File: src/rtl/rot_shift_seq.sv
// rtl/rot_shift_seq.sv - multi-cycle shift/rotate register with load and start/busy/done handshake; optional cout/zero flags via ROT_SHIFT_FLAGS_EN
module rot_shift_seq #(
    parameter int WIDTH = 8,
    localparam int AMT_W = $clog2(WIDTH) + 1
) (
    input  logic             clock,
    input  logic             resetn,
    input  logic             loadn,
    input  logic [WIDTH-1:0] d,
    input  logic             start,
    input  logic [AMT_W-1:0] amount,
    input  logic [1:0]       mode,
    output logic [WIDTH-1:0] q,
    output logic             busy,
    output logic             done
`ifdef ROT_SHIFT_FLAGS_EN
    ,
    output logic             cout,
    output logic             zero
`endif
);

    localparam logic [1:0] MODE_ROR = 2'b00;
    localparam logic [1:0] MODE_ROL = 2'b01;
    localparam logic [1:0] MODE_LSR = 2'b10;
    localparam logic [1:0] MODE_ASR = 2'b11;

    localparam logic [AMT_W-1:0] AMT_MAX = AMT_W'(WIDTH);

    typedef enum logic {
        IDLE = 1'b0,
        BUSY = 1'b1
    } state_t;

    state_t           state;
    logic [AMT_W-1:0] cnt;
    logic [1:0]       mode_r;
    logic [AMT_W-1:0] amt_clamp;
    logic [WIDTH-1:0] shift_q;
    logic             shift_out;

    // Amounts beyond the register width behave exactly like a full-width shift
    always_comb begin
        amt_clamp = amount;
        if (amount > AMT_MAX) begin
            amt_clamp = AMT_MAX;
        end
    end

    // One-position shift of the current contents using the latched mode, plus the bit that falls out
    always_comb begin
        shift_q   = q;
        shift_out = q[0];
        case (mode_r)
            MODE_ROR: shift_q = {q[0], q[WIDTH-1:1]};
            MODE_ROL: begin
                shift_q   = {q[WIDTH-2:0], q[WIDTH-1]};
                shift_out = q[WIDTH-1];
            end
            MODE_LSR: shift_q = {1'b0, q[WIDTH-1:1]};
            MODE_ASR: shift_q = {q[WIDTH-1], q[WIDTH-1:1]};
            default:  shift_q = q;
        endcase
    end

    // Control FSM and datapath: reset beats load, load beats any shift activity
    always_ff @(posedge clock) begin
        if (!resetn) begin
            state  <= IDLE;
            q      <= '0;
            busy   <= 1'b0;
            done   <= 1'b0;
            cnt    <= '0;
            mode_r <= MODE_ROR;
`ifdef ROT_SHIFT_FLAGS_EN
            cout   <= 1'b0;
            zero   <= 1'b0;
`endif
        end else if (!loadn) begin
            state <= IDLE;
            q     <= d;
            busy  <= 1'b0;
            done  <= 1'b0;
`ifdef ROT_SHIFT_FLAGS_EN
            cout  <= 1'b0;
            zero  <= (d == '0);
`endif
        end else begin
            case (state)
                IDLE: begin
                    done <= 1'b0;
                    if (start) begin
                        cnt    <= amt_clamp;
                        mode_r <= mode;
                        if (amt_clamp != '0) begin
                            state <= BUSY;
                            busy  <= 1'b1;
                        end else begin
                            // zero-length request completes immediately without touching q
                            done <= 1'b1;
                        end
                    end
                end
                BUSY: begin
                    q   <= shift_q;
                    cnt <= cnt - AMT_W'(1);
`ifdef ROT_SHIFT_FLAGS_EN
                    cout <= shift_out;
                    zero <= (shift_q == '0);
`endif
                    if (cnt == AMT_W'(1)) begin
                        state <= IDLE;
                        busy  <= 1'b0;
                        done  <= 1'b1;
                    end
                end
                default: begin
                    state <= IDLE;
                    busy  <= 1'b0;
                    done  <= 1'b0;
                end
            endcase
        end
    end

`ifndef ROT_SHIFT_FLAGS_EN
    logic unused_shift_out;
    assign unused_shift_out = shift_out;
`endif

endmodule
File: config.mk
export PLATFORM = sky130hd
export DESIGN_NAME = rot_shift_seq
export DESIGN_NICKNAME = d
export VERILOG_FILES = /design/src/rtl/rot_shift_seq.sv
export SDC_FILE = /design/constraint.sdc
export NUM_CORES = 1
export LEC_CHECK = 0
export CORE_MARGIN = 3
export CORE_UTILIZATION = 30
export DETAILED_ROUTE_END_ITERATION = 7
export HOLD_SLACK_MARGIN = 0.1
export SLEW_MARGIN = 10
export SYNTH_ARGS = -nofsm -noshare
export SYNTH_HDL_FRONTEND = slang
export SYNTH_SLANG_ARGS = --single-unit
File: constraint.sdc
create_clock -name clock -period 1.6 [get_ports clock]
set_input_delay 0.32 -clock clock [delete_from_list [all_inputs] [get_ports clock]]
set_output_delay 0.32 -clock clock [all_outputs]
set_load 0.05 [all_outputs]
## Word-level counts from Yosys, hierarchy flattened

Cells that the tools add are included.

- Bits of input ports: 18
- Register bits after elaboration: 17

- Add/subtract/negate cells: 1
- Bitwise gates (word level): 1
- Reductions and logical operators: 7
- Equal/unequal tests: 9
- $lt $le $gt $ge: 1
- Muxes and demuxes: 18

Operators by type and width:

| operator | count |
|---|---|
| one-hot mux 8 bit (4 select lines) | 1 |
| 2-to-1 mux 8 bit | 2 |
| 2-to-1 mux 1 bit | 9 |
| 2-to-1 mux 4 bit | 2 |
| one-hot mux 4 bit (2 select lines) | 1 |
| != test 2 bit (second input constant) | 3 |
| one-hot mux 1 bit (2 select lines) | 3 |
| AND reduction 2 bit | 3 |
| AND reduction 3 bit | 2 |
| == test 2 bit (second input constant) | 2 |
| == test 4 x 1 -> 1 bit (second input constant) | 1 |
| greater-than comparator 4 bit (second input constant) | 1 |
| != test 2 x 1 -> 1 bit (second input constant) | 2 |
| nonzero test 4 bit | 1 |
| subtractor 4 x 1 -> 4 bit (second input constant) | 1 |
| == test 2 x 1 -> 1 bit (second input constant) | 1 |
| zero test 2 bit | 1 |
| inverter 1 bit | 1 |

## Depth between registers and ports, before layout

Gate-level depths: netlist of run 1.

- Word-level depth: 6
- Gate-level depth with buffers: 5
- Depth with buffers taken out: 5

## Least setup slack after synthesis of run 1

Ideal clock, no wire load.

- Path kind: flip-flop to flip-flop
- Start point: register q[7]
- End point: register q[6]
- Setup time: 0.087 ns
- Period minus slack after synthesis: 1.233 ns
- Cell stages (with the launch flop): 4
- Slack: 0.367 ns
- Arrival time: 1.146 ns
- Required time: 1.513 ns
- Cell sequence: dfxtp_1 > inv_1 > o211a_1 > o31ai_1

- Word-level cells in the longest chain between the ends: 3

RTL lines:

| element | RTL line | text |
|---|---|---|
| start: declaration | 13 | `output logic [WIDTH-1:0] q,` |
| start signal: assignment | 105 | `q <= shift_q;` |
| one-hot mux 8 bit (4 select lines) | 54 | `case (mode_r)` |
| 2-to-1 mux 8 bit | 89 | `case (state)` |
| 2-to-1 mux 8 bit | 79 | `end else if (!loadn) begin` |

No other way between the ends. The select of a mux whose other input is x is not followed.
A chain may end at the register's enable or synchronous reset.

## Worst setup path after layout of run 1

- Start point: register state
- End point: register cnt[1]

- Word-level cells in the longest chain between the ends: 3
- Elaborated cells between the ends (all ways): 4
- Those cells by class: eq/ne: 1; mux: 1; bitwise: 1; reduce/logical: 1

RTL lines:

| element | RTL line | text |
|---|---|---|
| start: declaration | 35 | `state_t state;` |
| start signal: assignment | 69 | `state <= IDLE;` |
| start signal: assignment | 80 | `state <= IDLE;` |
| start signal: assignment | 96 | `state <= BUSY;` |
| inverter 1 bit (no source line) | -- |  |
| != test 2 bit (no source line) | -- |  |
| AND reduction 2 bit (no source line) | -- |  |
| end signal: assignment | 93 | `cnt <= amt_clamp;` |
| end signal: assignment | 106 | `cnt <= cnt - AMT_W'(1);` |
| end: declaration | 36 | `logic [AMT_W-1:0] cnt;` |

Several ways; a longest one is shown, not always the timed one.

==> results.txt, run 1 <==
----------------------------------------------------
[Status]
  Outcome ... complete, no violations

[Die]
  Die width ... about 64 µm
  Initial cell density of the core ... about 32%
  Number of placed I/O pins ... 28
  Placement Rows ... 20
  Area of the core ... 0.00313 mm²
  Vertical extent of the die ... between 60 and 70 µm
  Die outline area ... between 0.004 and 0.005 mm²

[Finish]
  Ratio of cells with drive above 1 in the final layout ... ~15%
  Fin util ... 44.2%
  Final design area excluding fillers ... approximately 0.0014 mm²
  Area overhead of the layout relative to synthesis ... 36.1%
  # nets final ... about 170
  Antenna cell count ... 0

[Global route]
  Sum of overflow across all layers after global routing ... 0
  Number of global-route vias before repair ... around 940
  Wire length of the first global-routing pass ... roughly 4.4 mm
  Overall routing resource usage ... roughly an eighth
  Antenna violations before repair ... 0
  Maximum number of pins on one net before global-route repair ... 20

[Critical path]
  Worst R2R End ... cnt[1]
  Reg2reg path depth ... 3
  Family with the most delay on the worst path ... flip-flops
  Crit path arrival time ... 1.60 ns
  Cell-by-cell listing of the critical path ... o21a_1 -> o221ai_1 -> and3_1
  Register-to-register setup slack ... about 0.20 ns
  Element type at the critical path end ... register
  Crit-path max FO ... 19
  Worst path slowest cell ... sky130_fd_sc_hd__dfxtp_1
  Worst Path Required ... between 1.5 and 2 ns
  Classification of the worst setup path ... register to register
  Critical R2R Launch ... state
  Critical path startpoint category ... register
  Sum of buffers and inverters on the critical path ... 0
  Largest stage delay on the critical path ... ~0.7 ns

[STA]
  Transition time of the tightest slew-check pin ... 0.568 ns
  Maximum clock frequency ... roughly 0.71 GHz
  Slew headroom ... 62.1%
  Final sum of negative setup slack ... 0 ns
  Final-report setup violation count ... 0
  Post-layout minimum cycle time ... 1.40 ns
  Number of max-slew violations in the final report ... 0
  Hold violation total from the final report ... 0
  Portion of the clock cycle consumed by the worst path in the final layout ... about 87%
  Clock skew after layout ... ~0.01 ns
  Worst slack on hold paths ... approximately 0.49 ns
  RSZ-0062 raised after global routing ... false

[Route]
  Total via count in the routed design ... around 1000
  Iter 0 DRT Violations ... 19
  Vias per Instance ... a little over 5
  Number of iterations in the first detailed-routing pass ... 4
  Detail-routed net length per standard cell ... about 14 µm
  Routed Wire Length ... roughly 2.6 mm
  DRC ... 0
  Remaining antenna violation count ... 0

[CTS]
  Number of gates given a new drive strength after cts ... 0
  Post-CTS setup buffer count ... 0
  CTS root buf ... sky130_fd_sc_hd__clkbuf_4
  Hold bufs inserted after CTS ... 0
  Number of clock buffers inserted by TritonCTS ... 3
  Clock-pin slew on the worst setup and hold paths ... about 0.10 ns
  CTS tree ... done
  Clock Tree Buf Depth ... 2
  Count of clock tree sinks ... 17
  Max H-tree Level ... 1
  Clock insertion delay at the later pin of the skew report ... around 0.30 ns

[Hold path]
  Worst Hold Path EP ... done
  Hold path startpoint ... done
  Worst Hold Depth ... 2
  Worst min path class ... register to register

[Synthesis]
  Share of the yosys chip area belonging to registers ... between 30 and 40%
  Number of register bits inferred by synthesis ... 17
  Most used flip-flop cell after synthesis ... sky130_fd_sc_hd__dfxtp_1
  Post-Synthesis Net Count ... ~140
  Synth area leader ... sky130_fd_sc_hd__dfxtp_1
  Synthesized netlist cell count ... around 120
  Synth Cell Area ... 0.00101 mm²
  Number of synthesized flops with an enable pin ... 0
  Count leader, synth ... sky130_fd_sc_hd__dfxtp_1
  Yosys synthesis warning count ... 0
  Synth top area cells ... sky130_fd_sc_hd__dfxtp_1 34%, sky130_fd_sc_hd__nand3b_1 11%, sky130_fd_sc_hd__o211a_1 7.9%
  Top cell type's share of synthesized area ... 33.5%
  Count of different cell masters after synthesis ... 34
  Async set-or-reset flop fraction in the synthesized netlist ... 0%
  Synthesized area per cell ... 8.53 µm²
  Most used standard cells in the synthesized netlist ... 17 x sky130_fd_sc_hd__dfxtp_1, 15 x sky130_fd_sc_hd__nand3b_1, 11 x sky130_fd_sc_hd__inv_1, 8 x sky130_fd_sc_hd__nor2_1, 8 x sky130_fd_sc_hd__o211a_1

[Placed design]
  Global placer's final weighted congestion ... between 0.8 and 0.9
  Detailed placement HPWL ... approximately 1.8 mm
  Post-place instance area ... about 0.0014 mm²
  Number of port buffers ... 27

[Job]
  Max-capacitance violation count ... 0

[Power]
  Power density relative to cell area ... around 740 mW/mm²
  Worst voltage drop across the vdd grid ... approximately 0.36 mV
  Pleak ... between 0.5 and 0.6 nW

----------------------------------------------------
-- per-stage QoR --
step | worst slack, ns | total power, mW | cells
floorplan | 0.367 | 0.655 | 119
detailed placement | -0.0161 | 0.780 | 186
finish | 0.201 | 1.02 | 190
global placement | 0.00818 | 0.776 | 186
global route | 0.0701 | 1.06 | 190
CTS | 0.215 | 1.02 | 190
-- sequential cells by signal, indices dropped and copies added (netlist names) --
| register | count |
|---|---|
| q | 8 |
| busy | 1 |
| mode_r | 2 |
| state | 1 |
| cnt | 4 |
| done | 1 |
-- final cells by class --
| class | count | area, µm² |
|---|---|---|
| multi-input combinational | 82 | 584 |
| tap | 44 | 55.1 |
| clock buffer | 3 | 22.5 |
| sequential | 17 | 340 |
| timing repair buffer | 32 | 333 |
| fill | 316 | 1750 |
| inverter | 11 | 41.3 |
| clock inverter | 1 | 5.00 |
-- worst max path at each step --
stage                         start      to  cells past startpoint
final                         state  cnt[1]                      3
after global routing          state  cnt[3]                      3
after CTS                     state  cnt[1]                      3
after detailed placement  amount[0]    done                      4
after global placement    amount[0]    done                      4
after floorplan                q[7]    q[6]                      3
-- where the power goes --
group          switching [mW]  internal, mW
clock network           0.152        0.0931
registers              0.0355         0.450
logic                   0.144         0.141
-- metal layers --
metal / vias to the layer above / GRT usage, % / share of wire, %
li1: 483 / - / -
met1: 467 / 16.6 / 48
met2: 27 / 21.5 / 46
met3: 2 / 4.22 / 6.0
met4: 0 / 3.96 / 0.35
met5: - / 0 / 0
-- logic make-up after synthesis --
family | after synthesis | synth area share, %
mux | 3 | 2.96
simple gates | 44 | 27.6
flops | 17 | 33.5
compound gates | 33 | 24.5
buf+inv | 20 | 8.88
fa+ha+maj | 2 | 2.47
-- cells in the final DEF, fill, tap and decap left out, types with 2 or more instances in the layout --
master	n
sky130_fd_sc_hd__dfxtp_1	17
sky130_fd_sc_hd__clkdlybuf4s50_1	17
sky130_fd_sc_hd__nand3b_1	15
sky130_fd_sc_hd__inv_1	11
sky130_fd_sc_hd__buf_4	11
sky130_fd_sc_hd__nor2_1	8
sky130_fd_sc_hd__o211a_1	8
sky130_fd_sc_hd__o31ai_1	7
sky130_fd_sc_hd__a21oi_1	5
sky130_fd_sc_hd__nand2_1	5
sky130_fd_sc_hd__nor2b_1	4
sky130_fd_sc_hd__buf_12	4
sky130_fd_sc_hd__mux2i_1	3
sky130_fd_sc_hd__a21boi_0	3
sky130_fd_sc_hd__o21ai_0	3
sky130_fd_sc_hd__clkbuf_4	3
sky130_fd_sc_hd__nand2b_1	2
sky130_fd_sc_hd__o221ai_1	2
sky130_fd_sc_hd__or3b_1	2
sky130_fd_sc_hd__ha_1	2
-- worst min-delay path, delay by kind of cell (launching register included) --
kind                   cells  cell delay (ns)
DFF                        1             0.33
buffers and inverters      1             0.05
AOI/OAI and AO/OA          1             0.07
(Power assumes the default switching activity.)
==> run 2, diff against run 1 <==
- ABC_CLOCK_PERIOD_IN_PS: not set -> 1600
==> results of run 2 <==
No change in the layout: final DEF, timing and power equal those of run 1.
